## config.mk

```make
export PLATFORM = sky130hd
export DESIGN_NAME = sprite_motion_ctl
export DESIGN_NICKNAME = d
export VERILOG_FILES = /design/src/rtl/sprite_motion_ctl_pkg.sv /design/src/rtl/sprite_motion_ctl_axis.sv /design/src/rtl/sprite_motion_ctl.sv
export SDC_FILE = /design/constraint.sdc
export NUM_CORES = 1
export LEC_CHECK = 0
export CAP_MARGIN = 20
export CORE_UTILIZATION = 35
export CTS_CLUSTER_SIZE = 12
export DETAILED_ROUTE_END_ITERATION = 16
export GPL_TIMING_DRIVEN = 0
export HOLD_SLACK_MARGIN = 0.12
export PLACE_DENSITY_LB_ADDON = 0.05
export SKIP_CTS_REPAIR_TIMING = 1
export SKIP_LAST_GASP = 1
export SLEW_MARGIN = 40
export SYNTH_ARGS = -nofsm -noshare
export SYNTH_HDL_FRONTEND = slang
export SYNTH_SLANG_ARGS = --single-unit
```

## constraint.sdc

```tcl
create_clock -name clk -period 5.6 [get_ports clk]
set_clock_uncertainty 0.05 [all_clocks]
set_input_delay 0.56 -clock clk [delete_from_list [all_inputs] [get_ports clk]]
set_output_delay 0.56 -clock clk [all_outputs]
set_load 0.02 [all_outputs]
```

## src/rtl/sprite_motion_ctl_pkg.sv

```systemverilog
// Shared constants and types for the sprite motion controller: screen size,
// position width, FSM state codes and the direction encoding.
package sprite_motion_ctl_pkg;

  localparam int SCREEN_W = 800;
  localparam int SCREEN_H = 600;
  localparam int POS_W    = 12;
  localparam int COLL_W   = 8;

  localparam logic [1:0] ST_WAIT_FRAME = 2'd0;
  localparam logic [1:0] ST_CALC       = 2'd1;
  localparam logic [1:0] ST_COMMIT     = 2'd2;

  localparam logic DIR_INC = 1'b0;  // right / down
  localparam logic DIR_DEC = 1'b1;  // left / up

  // Result of the CALC stage, held until COMMIT copies it to the outputs.
  typedef struct packed {
    logic [POS_W-1:0] x;
    logic [POS_W-1:0] y;
    logic             dir_x;
    logic             dir_y;
    logic             bounce;
  } motion_t;

endpackage

```

## src/rtl/sprite_motion_ctl_axis.sv

```systemverilog
// Single-axis step/clamp/flip: advances a position by STEP toward 0 or LIMIT,
// clamping onto the limit and reversing direction when it is reached.
module sprite_motion_ctl_axis
  import sprite_motion_ctl_pkg::*;
#(
  parameter int STEP  = 2,
  parameter int LIMIT = 736
) (
  input  logic [POS_W-1:0] pos,
  input  logic             dir,
  output logic [POS_W-1:0] pos_nxt,
  output logic             dir_nxt,
  output logic             bounce
);

  localparam logic [POS_W:0]   LIMIT_W = (POS_W+1)'(LIMIT);
  localparam logic [POS_W-1:0] STEP_W  = POS_W'(STEP);

  // One extra bit so a start position above the limit cannot wrap past it.
  logic [POS_W:0] sum;
  assign sum = {1'b0, pos} + {1'b0, STEP_W};

  // NOTE: every output gets a default first, so no path through this block
  // leaves a value unassigned and no latch is inferred.
  always_comb begin
    pos_nxt = pos;
    dir_nxt = dir;
    bounce  = 1'b0;
    if (dir == DIR_INC) begin
      if (sum >= LIMIT_W) begin
        pos_nxt = LIMIT_W[POS_W-1:0];
        dir_nxt = DIR_DEC;
        bounce  = 1'b1;
      end else begin
        pos_nxt = sum[POS_W-1:0];
      end
    end else if (pos <= STEP_W) begin
      pos_nxt = '0;
      dir_nxt = DIR_INC;
      bounce  = 1'b1;
    end else begin
      pos_nxt = pos - STEP_W;
    end
  end

endmodule

```

## src/rtl/sprite_motion_ctl.sv

```systemverilog
// Per-frame sprite position generator with edge bounce and collision hold.
// Define SPRITE_MOTION_GRAVITY_EN for an accelerating, floor-bouncing y axis.
module sprite_motion_ctl
  import sprite_motion_ctl_pkg::*;
#(
  parameter int WIDTH       = 64,
  parameter int HEIGHT      = 64,
  parameter int MAX_X       = SCREEN_W,
  parameter int MAX_Y       = SCREEN_H,
  parameter int X_INIT      = 0,
  parameter int Y_INIT      = 0,
  parameter int STEP_X      = 2,
  parameter int STEP_Y      = 2,
  parameter int COLL_FRAMES = 8
) (
  input  logic             clk,
  input  logic             rst_n,
  input  logic             vblnk_in,
  input  logic             enable,
  output logic [POS_W-1:0] x_pos,
  output logic [POS_W-1:0] y_pos,
  output logic             colission,
  output logic [15:0]      frame_cnt
);

  localparam int XL = MAX_X - WIDTH;
  localparam int YL = MAX_Y - HEIGHT;

  logic [1:0]        state_q, state_d;
  logic              vblnk_prev_q;
  logic [POS_W-1:0]  x_q, x_d, y_q, y_d;
  logic              dir_x_q, dir_x_d, dir_y_q, dir_y_d;
  logic [COLL_W-1:0] coll_cnt_q, coll_cnt_d;
  logic              colission_q, colission_d;
  logic [15:0]       frame_cnt_q, frame_cnt_d;
  motion_t           calc_q, calc_d;
  logic              tick;

  logic [POS_W-1:0]  x_step, y_step;
  logic              dir_x_step, dir_y_step, bounce_x, bounce_y;

  assign tick = vblnk_in & ~vblnk_prev_q;

  sprite_motion_ctl_axis #(.STEP(STEP_X), .LIMIT(XL)) u_axis_x (
    .pos     (x_q),
    .dir     (dir_x_q),
    .pos_nxt (x_step),
    .dir_nxt (dir_x_step),
    .bounce  (bounce_x)
  );

`ifdef SPRITE_MOTION_GRAVITY_EN
  logic signed [7:0]  vy_q, vy_d, vy_calc_q, vy_calc_d, vy_inc;
  logic signed [13:0] y_sum;

  always_comb begin
    vy_inc     = (vy_q >= 8'sd15) ? 8'sd15 : vy_q + 8'sd1;
    y_sum      = $signed({2'b00, y_q}) + 14'(vy_inc);
    y_step     = y_sum[POS_W-1:0];
    vy_calc_d  = vy_inc;
    bounce_y   = 1'b0;
    dir_y_step = dir_y_q;
    if (y_sum >= 14'sd0 + 14'(YL)) begin
      y_step    = POS_W'(YL);
      vy_calc_d = -vy_inc;
      bounce_y  = 1'b1;
    end else if (vy_inc < 8'sd0 && y_sum <= 14'sd0) begin
      y_step    = '0;
      vy_calc_d = 8'sd0;
      bounce_y  = 1'b1;
    end
  end
`else
  sprite_motion_ctl_axis #(.STEP(STEP_Y), .LIMIT(YL)) u_axis_y (
    .pos     (y_q),
    .dir     (dir_y_q),
    .pos_nxt (y_step),
    .dir_nxt (dir_y_step),
    .bounce  (bounce_y)
  );
`endif

  always_comb begin
    state_d     = state_q;
    x_d         = x_q;
    y_d         = y_q;
    dir_x_d     = dir_x_q;
    dir_y_d     = dir_y_q;
    coll_cnt_d  = coll_cnt_q;
    frame_cnt_d = frame_cnt_q;
    calc_d      = calc_q;
    case (state_q)
      ST_WAIT_FRAME: if (tick && enable) state_d = ST_CALC;
      ST_CALC: begin
        calc_d = '{x: x_step, y: y_step, dir_x: dir_x_step, dir_y: dir_y_step,
                   bounce: bounce_x | bounce_y};
        state_d = ST_COMMIT;
      end
      ST_COMMIT: begin
        x_d         = calc_q.x;
        y_d         = calc_q.y;
        dir_x_d     = calc_q.dir_x;
        dir_y_d     = calc_q.dir_y;
        frame_cnt_d = frame_cnt_q + 16'd1;
        // A bounce reloads the hold time even if one is already running.
        if (calc_q.bounce)          coll_cnt_d = COLL_W'(COLL_FRAMES);
        else if (coll_cnt_q != '0)  coll_cnt_d = coll_cnt_q - 1'b1;
        state_d = ST_WAIT_FRAME;
      end
      default: state_d = ST_WAIT_FRAME;
    endcase
    colission_d = (coll_cnt_d != '0);
  end

`ifdef SPRITE_MOTION_GRAVITY_EN
  always_comb begin
    vy_d = vy_q;
    if (state_q == ST_COMMIT) vy_d = vy_calc_q;
  end

  always_ff @(posedge clk) begin
    if (!rst_n) begin
      vy_q      <= 8'sd0;
      vy_calc_q <= 8'sd0;
    end else begin
      vy_q      <= vy_d;
      if (state_q == ST_CALC) vy_calc_q <= vy_calc_d;
    end
  end
`endif

  // NOTE: sequential state uses non-blocking assignments only, so every flop
  // samples the values computed before this edge regardless of block order.
  always_ff @(posedge clk) begin
    if (!rst_n) begin
      state_q      <= ST_WAIT_FRAME;
      vblnk_prev_q <= 1'b0;
      x_q          <= POS_W'(X_INIT);
      y_q          <= POS_W'(Y_INIT);
      dir_x_q      <= DIR_INC;
      dir_y_q      <= DIR_INC;
      coll_cnt_q   <= '0;
      colission_q  <= 1'b0;
      frame_cnt_q  <= '0;
      calc_q       <= '0;
    end else begin
      state_q      <= state_d;
      vblnk_prev_q <= vblnk_in;
      x_q          <= x_d;
      y_q          <= y_d;
      dir_x_q      <= dir_x_d;
      dir_y_q      <= dir_y_d;
      coll_cnt_q   <= coll_cnt_d;
      colission_q  <= colission_d;
      frame_cnt_q  <= frame_cnt_d;
      calc_q       <= calc_d;
    end
  end

  assign x_pos     = x_q;
  assign y_pos     = y_q;
  assign colission = colission_q;
  assign frame_cnt = frame_cnt_q;

endmodule

```

==> flow_summary.yaml, run 1 <==
finish:
  nFillCells: 1292
  layout_common_cells: "nand2_1 (90), dfxtp_1 (81), a21oi_1 (59)"
  nets: 644
  final_common_cell: "nand2_1"
  postLayoutCellArea_um2: 5336
  n_antenna_cell: 0
  final_cell_count_no_fill: 804
  final_util: 0.4406
  layout-drive-gt1-share: 0.04874
  syn_to_final_growth_pct: 21.41
pwr:
  p_comb_frac: 0.070
  power_density_nw_per_um2: 236.6
  internal-power_mw: 0.9364
  p_leak_nw: 1.793
  p_switching_mw: 0.3264
  ir_worst_vdd_v: 0.0001610
  power_frac_seq: 0.471
  totalPowerFinal_mw: 1.263
  netSwitchingFraction: 0.2585
  clockPowerShare: 0.459
die:
  die_w_um: 114.1
  start_util: 0.3629
  ios: 45
  dieArea_um2: 13010
  row_count: 40
  die_h_um: 114.1
  core_area_um2: 12110
global_route:
  grt_remaining_overflow: 0
  grt_start_max_net_pins: 16
  track_usage: 0.2058
  busiest_layer: "met2"
  grt_use_met3: 0.03600
  grtUsageMet2: 0.3257
  grt_pass1_vias: 4004
  grt_pass1_wl_mm: 20.83
  grt_util_met1: 0.2862
  antenna_found_initial: 0
sta:
  whs_ps: 398.4
  slew_violations: 0
  finalSetupViolCount: 0
  worstMarginPinSlew_ps: 694.9
  fin_crit_sh: 0.4828
  setup_ws_ps: 2897
  hold_viol_final: 0
  rsz0062_at_grt: "false"
  relSlewSlack: 0.5306
  max_freq_mhz: 369.9
  period_minus_slack_ps: 2703
  setup_tns_ps: 0
clock_tree:
  clk_latency_ps: 350
  cts_buffers: 9
  cts_root_buf: "clkbuf_16"
  cts_buffer_depth: 2
  clkSinkCount: 81
  path_clk_slew_ps: 60
  cts_tree: "done"
  cts-htree-levels: 3
worst_hold_path:
  whs_endpoint: "y_pos[8]"
  min_from: "calc_q[11]"
  hold_depth: 2
  worstHoldPathType: "reg2reg"
flow_run:
  cap_violations: 0
synthesis:
  syn_nets: 589
  syn_avg_cell_area_um2: 7.631
  yosysWarningCount: 0
  async_flop_share: 0
  synth_seq_cells: 81
  synth_ff_type: "dfxtp_1"
  postSynthCellCount: 576
  synthDistinctLibCells: 57
  syn_area_um2: 4395
  yosysSeqAreaShare: 0.3689
  synth-edff-count: 0
setup_path:
  crit_fanout: 6
  cp.depth: 7
  cp_slowest_cell: "a41oi_1"
  worstSetupPathType: "reg2reg"
  path_delay_family: "compound AO/OA/AOI/OAI gates"
  rr_worst_depth: 7
  r2r_end: "calc_q[6]"
  worst_ep_required_time_ps: 5820
  rrSetupSlack_ps: 2900
  reg2reg_from: "y_pos[1]"
  worstSetupStartpointType: "register"
  path_buf_inv: 0
  path_cells: "ha_1, and2_1, nor3b_1, xnor2_1, a41oi_1, o21ai_0, a31oi_1"
  crit_path_end_kind: "register"
  critical_path_arrival_ps: 2920
  slowest_delay_ps: 560
drt:
  drt-vias-per-instance: 5.410
  drt_first_iter_violations: 316
  antenna_left: 0
  vias: 4350
  wire_per_inst_um: 16.23
  drc: 0
  dr.pass1.iters: 4
  wl_mm: 13.05
place:
  dpl.cell_count: 788
  dp_hpwl_mm: 9.118
  io_buffers: 44
  post-place-ws_ps: 2973
  placed_area_um2: 5046
  routabilityCongestion: 0.8816
outcome:
  outcome: "complete, no violations"
## power groups by stage
stage               Clock [mW]  Combinational [mW]  Sequential [mW]
finish                   0.580              0.0883            0.595
global placement             0              0.0877            0.607
detailed placement           0              0.0879            0.608
global route             0.618              0.0981            0.596
floorplan                    0              0.0586            0.608
CTS                      0.594              0.0884            0.594
## sequential cells by signal, summed over array words and instances, names as in the netlist
register and flops:
dir_y_q 1, vblnk_prev_q 1, dir_x_q 1, frame_cnt 16, coll_cnt_q 8, colission 1
x_pos 12, calc_q 27, state_q 2, y_pos 12
## cells in the mapped netlist, types with 8 or more instances
cell type / n / area, um^2
nor2_1: 35 / 131.4
o21ai_0: 39 / 195.2
or3_1: 14 / 87.58
a31oi_1: 14 / 87.58
xnor2_1: 17 / 148.9
nand3_1: 12 / 60.06
nand4_1: 8 / 50.05
dfxtp_1: 81 / 1622
xor2_1: 17 / 148.9
clkbuf_1: 36 / 135.1
a21oi_1: 59 / 295.3
ha_1: 9 / 112.6
nor3_1: 25 / 125.1
inv_1: 12 / 45.04
nand2_1: 90 / 337.8
## worst max path at each step
| stage | startpoint | end | slack, ps |
|---|---|---|---|
| floorplan | x_pos[1] | calc_q[15] | 3300 |
| global placement | y_pos[1] | calc_q[7] | 2960 |
| detailed placement | y_pos[1] | calc_q[6] | 2970 |
| CTS | y_pos[1] | calc_q[6] | 2930 |
| global route | y_pos[1] | calc_q[6] | 2720 |
| finish | y_pos[1] | calc_q[6] | 2900 |
## cell type report
class,instances,area [um^2],share of cell area
Multi-Input combinational cell,437,2547,0.4774
Sequential cell,81,1622,0.3039
Timing Repair Buffer,44,440.4,0.08253
Clock buffer,10,239.0,0.04478
Tap cell,168,210.2,0.03939
Buffer,46,181.4,0.03400
Clock inverter,6,51.30,0.009613
Inverter,12,45.04,0.008441
## worst min-delay path: cells and delay by family, from the launching register on
family	cells	cell delay, ps
flops	1	300
simple gates	1	50
compound gates	1	50
## metal layers
metal | vias up | wire [um]
met2 | 83 | 5860
met3 | 9 | 427
met5 | - | 0
li1 | 2151 | -
met4 | 0 | 138
met1 | 2107 | 6622
## cell families after synthesis
logic type,count (synthesis),share of synthesized area
and+or+nand+nor,234,0.2610
DFF,81,0.3689
AOI/OAI and AO/OA,156,0.2161
xor gates and xnor gates,34,0.06775
adders and majority gates,9,0.02562
muxes,4,0.009109
buffers and inverters,58,0.05152
(Power assumes the default switching activity.)
==> run 2, diff against run 1 <==
==> constraint.sdc (replaced) <==
create_clock -name clk -period 2.3 [get_ports clk]
set_clock_uncertainty 0.05 [all_clocks]
set_input_delay 0.23 -clock clk [delete_from_list [all_inputs] [get_ports clk]]
set_output_delay 0.23 -clock clk [all_outputs]
set_load 0.02 [all_outputs]
==> run 2 against run 1 <==
Compared with the run above:
- flip-flop and latch count is the same
- maximum frequency up 21%
- highest routed layer unchanged
- count of clock-buffer cells in the layout is the same
- first-iteration DRC count increased by 8.5%
- core utilization grew 2.2 points
- sequential share of layout area is 1.2 points lower
- critical path depth is 1 lower
- cell count rose by 0.87%
- wire length increased by 1.4%
- critical endpoint is now calc_q[26]
- worst hold slack gained 0.65 ps
==> flow_summary.yaml, run 2 (synthesis gave the netlist of run 1 again) <==
pwr:
  totalPowerFinal_mw: 3.094
  p_switching_mw: 0.8029
  p_comb_frac: 0.076
  netSwitchingFraction: 0.2595
  internal-power_mw: 2.292
  power_density_nw_per_um2: 552.4
  clockPowerShare: 0.457
  ir_worst_vdd_v: 0.0003937
  p_leak_nw: 1.884
  power_frac_seq: 0.467
die:
  core_area_um2: 12110
  row_count: 40
  dieArea_um2: 13010
  ios: 45
  start_util: 0.3629
  die_h_um: 114.1
  die_w_um: 114.1
global_route:
  track_usage: 0.2058
  antenna_found_initial: 0
  grt_pass1_vias: 4004
  grt_pass1_wl_mm: 20.83
  grt_remaining_overflow: 0
  grt_start_max_net_pins: 16
setup_path:
  crit_path_frequent_cell: "or3_4"
  path_delay_family: "simple AND/OR/NAND/NOR gates"
  path_buf_inv: 0
  crit_fanout: 7
  r2r_end: "calc_q[26]"
  cp_slowest_cell: "or3_4"
  worst_ep_required_time_ps: 2530
  path_cells: "or3_4, or3_4, or3_4, xor2_1, or3_4, a21oi_2"
  crit_path_end_kind: "register"
  worstSetupPathType: "reg2reg"
  slowest_delay_ps: 380
  critical_path_arrival_ps: 2460
  worstSetupStartpointType: "register"
  reg2reg_from: "x_pos[7]"
  rrSetupSlack_ps: 60
  rr_worst_depth: 6
clock_tree:
  cts-htree-levels: 3
  cts_tree: "done"
  cts_buffers: 9
  cts_buffer_depth: 2
  path_clk_slew_ps: 60
  clk_latency_ps: 350
  clkSinkCount: 81
  cts_root_buf: "clkbuf_16"
finish:
  final_util: 0.4625
  final_common_cell: "nand2_1"
  syn_to_final_growth_pct: 27.44
  largest_reg_flops: 27
  top_register: "calc_q"
  multi_input_area_um2: 2695
  n_antenna_cell: 0
  layout-drive-gt1-share: 0.1306
  nets: 651
  seqCellArea_um2: 1635
  nFillCells: 1280
  layout_common_cells: "nand2_1 (88), dfxtp_1 (74), a21oi_1 (57)"
sta:
  worstMarginPinSlew_ps: 718.3
  period_minus_slack_ps: 2236
  slew_violations: 0
  relSlewSlack: 0.5211
  hold_viol_final: 0
  setup_ws_ps: 63.62
  max_freq_mhz: 447.2
  setup_tns_ps: 0
  fin_crit_sh: 0.9723
  finalSetupViolCount: 0
  rsz0062_at_grt: "true"
  whs_ps: 399.1
drt:
  drt-vias-per-instance: 5.429
  drc: 0
  antenna_left: 0
  drt_first_iter_violations: 343
  dr.pass1.iters: 5
  vias: 4403
  wl_mm: 13.23
  wire_per_inst_um: 16.31
flow_run:
  cap_violations: 0
place:
  post-place-ws_ps: -327.1
  dp_hpwl_mm: 9.118
  io_buffers: 44
  routabilityCongestion: 0.8816
worst_hold_path:
  whs_endpoint: "y_pos[8]"
  min_from: "calc_q[11]"
  worstHoldPathType: "reg2reg"
  hold_depth: 2
outcome:
  outcome: "complete, no violations"
-- run 2: cell count changes in the layout (fill, tap and decap cells not counted), sizes merged --
cell,change
clkbuf,-5
buf,+12
-- run 2: through the flow --
stage / std cells / area, um^2
6_report: 811 / 5602
5_1_grt: 811 / 5602
4_1_cts: 804 / 5336
3_5_place_dp: 788 / 5046
3_3_place_gp: 788 / 5046
2_1_floorplan: 576 / 4395
-- run 2: cell type report --
class / instances / share of cell area
sequential: 81 / 0.2919
clock inverter: 6 / 0.009158
buffer: 44 / 0.03887
timing repair buffer: 53 / 0.09069
inverter: 12 / 0.008041
clock buffer: 10 / 0.04266
multi-input combinational: 437 / 0.4811
tap: 168 / 0.03753
-- run 2: routing by layer --
metal  track usage  wire length, um
met5             0                0
met4       0.06061              157
met3       0.03600              397
met2        0.3257             6067
met1        0.2862             6607
-- run 2: how the worst max path moves through the flow --
| stage | to | slack (ps) | depth (start not counted) | from |
|---|---|---|---|---|
| after CTS | calc_q[6] | -370 | 7 | y_pos[1] |
| after global placement | calc_q[7] | -340 | 7 | y_pos[1] |
| final | calc_q[26] | 60 | 6 | x_pos[7] |
| after floorplan | calc_q[15] | 0.9 | 8 | x_pos[1] |
| after detailed placement | calc_q[6] | -330 | 7 | y_pos[1] |
| after global routing | calc_q[15] | -40 | 8 | x_pos[5] |
-- run 2: tightest hold or removal path: cells and delay by family, from the launching register on --
kind | cells | cell delay (ps)
compound gates | 1 | 50
flops | 1 | 300
simple gates | 1 | 50
-- run 2: power by group through the flow --
| stage | sequential, mW | clock (mW) | combinational (mW) |
|---|---|---|---|
| floorplan | 1.48 | 0 | 0.143 |
| CTS | 1.45 | 1.45 | 0.215 |
| global placement | 1.48 | 0 | 0.214 |
| global route | 1.45 | 1.50 | 0.259 |
| detailed placement | 1.48 | 0 | 0.214 |
| finish | 1.45 | 1.41 | 0.235 |
==> run 3, diff against run 2 <==
--- a/config.mk
+++ b/config.mk
@@ -5,6 +5,7 @@
 export SDC_FILE = /design/constraint.sdc
 export NUM_CORES = 1
 export LEC_CHECK = 0
+export ABC_AREA = 1
 export CAP_MARGIN = 20
 export CORE_UTILIZATION = 35
 export CTS_CLUSTER_SIZE = 12
==> run 3 against run 2 <==
Compared with the run above:
- combinational power grew 42%
- critical path type unchanged
- largest power group unchanged
- via count down 5.2%
- register-to-register slack improved by 180 ps
==> flow_summary.yaml, run 3 <==
sta:
  fin_crit_sh: 0.8951
  setup_ws_ps: 241.2
  max_freq_mhz: 485.7
  worstMarginPinSlew_ps: 694.0
  setup_tns_ps: 0
  finalSetupViolCount: 0
  relSlewSlack: 0.5374
  slew_violations: 0
  hold_viol_final: 0
  rsz0062_at_grt: "false"
  period_minus_slack_ps: 2059
synthesis:
  synthMuxAreaShare: 0
  yosysWarningCount: 0
  synth_compound_area_frac: 0.1789
  syn_nets: 633
  synth-adder-area-share: 0.02619
  synth-simple-area-share: 0.2668
  synth_top_family_by_area: "simple AND/OR/NAND/NOR gates"
  async_flop_share: 0
  yosys-top-cells-area: "dfxtp_1 (38%), nand2_1 (9.2%), o21ai_0 (7.1%), nor2_1 (6.9%), a21oi_1 (6.9%)"
  synth-edff-count: 0
  synth_most_common_cell: "nand2_1"
  synth_top_area_frac: 0.3771
  syn_avg_cell_area_um2: 6.936
  synth_seq_cells: 81
  synth_largest_area_cell: "dfxtp_1"
  synthTopCellsByCount: "nand2_1 (105), dfxtp_1 (81), nor2_1 (79)"
  yosysSeqAreaShare: 0.3771
  postSynthCellCount: 620
  synthDistinctLibCells: 35
  synth-xor-area-share: 0.05703
  syn_area_um2: 4300
  synth_ff_type: "dfxtp_1"
clock_tree:
  cts_buffers: 9
  clkSinkCount: 81
  cts_tree: "done"
  cts-htree-levels: 3
  path_clk_slew_ps: 60
  cts_buffer_depth: 2
  clk_latency_ps: 340
  cts_root_buf: "clkbuf_16"
place:
  post-place-ws_ps: 106.8
  dp_hpwl_mm: 8.597
  routabilityCongestion: 0.8702
  io_buffers: 44
global_route:
  grt_pass1_wl_mm: 19.58
  grt_start_max_net_pins: 13
  grt_util_met1: 0.2448
  grtUsageMet2: 0.3329
  antenna_found_initial: 0
  busiest_layer: "met2"
  grt_use_met3: 0.04767
  grt_remaining_overflow: 0
  grt_pass1_vias: 3946
  track_usage: 0.1975
drt:
  vias: 4176
  drc: 0
  wire_per_inst_um: 14.36
  drt-vias-per-instance: 5.056
  dr.pass1.iters: 4
  antenna_left: 0
  drt_first_iter_violations: 211
  wl_mm: 11.86
die:
  die_w_um: 112.8
  core_area_um2: 12010
  start_util: 0.3580
  dieArea_um2: 12730
  ios: 45
  row_count: 40
  die_h_um: 112.8
finish:
  final_common_cell: "nand2_1"
  largest_reg_flops: 27
  nets: 688
  layout-drive-gt1-share: 0.07511
  layout_common_cells: "nand2_1 (105), dfxtp_1 (81), nor2_1 (79)"
  syn_to_final_growth_pct: 21.44
  top_register: "calc_q"
  n_antenna_cell: 0
worst_hold_path:
  worstHoldPathType: "reg2reg"
  hold_depth: 1
setup_path:
  worst_ep_required_time_ps: 2490
  worstSetupPathType: "reg2reg"
  crit_path_end_kind: "register"
  rr_worst_depth: 12
  critical_path_arrival_ps: 2250
  crit_fanout: 7
  worstSetupStartpointType: "register"
pwr:
  ir_worst_vdd_v: 0.0003891
  power_density_nw_per_um2: 623.6
  p_leak_nw: 2.142
flow_run:
  cap_violations: 0
outcome:
  outcome: "complete, no violations"
[run 3: cell count changes in the layout (fill, tap and decap cells not counted), sizes merged, moves of 16 or more]
cell / change
nand2: +21
or3: -16
inv: +61
xnor2: -16
nand3: +22
o21ai: +26
nor2: +48
nor3: -18
[run 3: layout make-up]
class / count / area, um^2
sequential: 81 / 1622
inverter: 77 / 289.0
tap: 147 / 183.9
multi-input combinational: 436 / 2275
buffer: 26 / 115.1
timing repair buffer: 44 / 440.4
fill: 1290 / 6789
clock inverter: 2 / 37.54
clock buffer: 13 / 260.3
[run 3: worst max-delay path: stages, from the launching register on]
cell and delay [ps]:
dfxtp_1 480, ha_1 280, nand2_1 120, o21bai_1 160
nand2_1 90, nor2_1 120, nand3_1 80, nand2_1 100
nand2_1 90, nand2_1 120, nand4_1 120, nand2_1 100
inv_1 40
[run 3: kinds of logic (layout without fill, tap and decap cells)]
family          Yosys count  count (layout)
xor+xnor                 28              28
fa+ha+maj                 9               9
buf+inv                 103             162
simple gates            255             255
compound gates          144             144
flops                    81              81
[run 3: final timing paths]
| check | slack [ps] | from | endpoint |
|---|---|---|---|
| worst min register to register | 340 | vblnk_prev_q | state_q[0] |
| worst min-delay path | 340 | vblnk_prev_q | state_q[0] |
| worst max-delay path | 240 | y_pos[1] | calc_q[6] |
| worst max register to register | 240 | y_pos[1] | calc_q[6] |
[run 3: report_power, final]
group | switching, mW | internal, mW
Combinational | 0.219 | 0.115
Sequential | 0.0257 | 1.44
Clock | 0.564 | 0.895
[run 3: routing by layer]
layer  wire, um  vias to the layer above
li1           -                     2129
met2       5574                       76
met5          0                        -
met1       5710                     1956
met3        362                       15
met4        214                        0
[run 3: metrics by stage]
stage	area, um^2	hold WS, ps	total power [mW]	instances	util
floorplan	4300	291.3	1.719	620	-
global placement	4925	330.4	1.829	811	0.4100
detailed placement	4925	337.3	1.827	811	0.4100
CTS	5223	345.7	3.294	826	0.4348
global route	5223	363.7	3.404	826	0.4348
finish	5223	340.9	3.257	826	0.4348
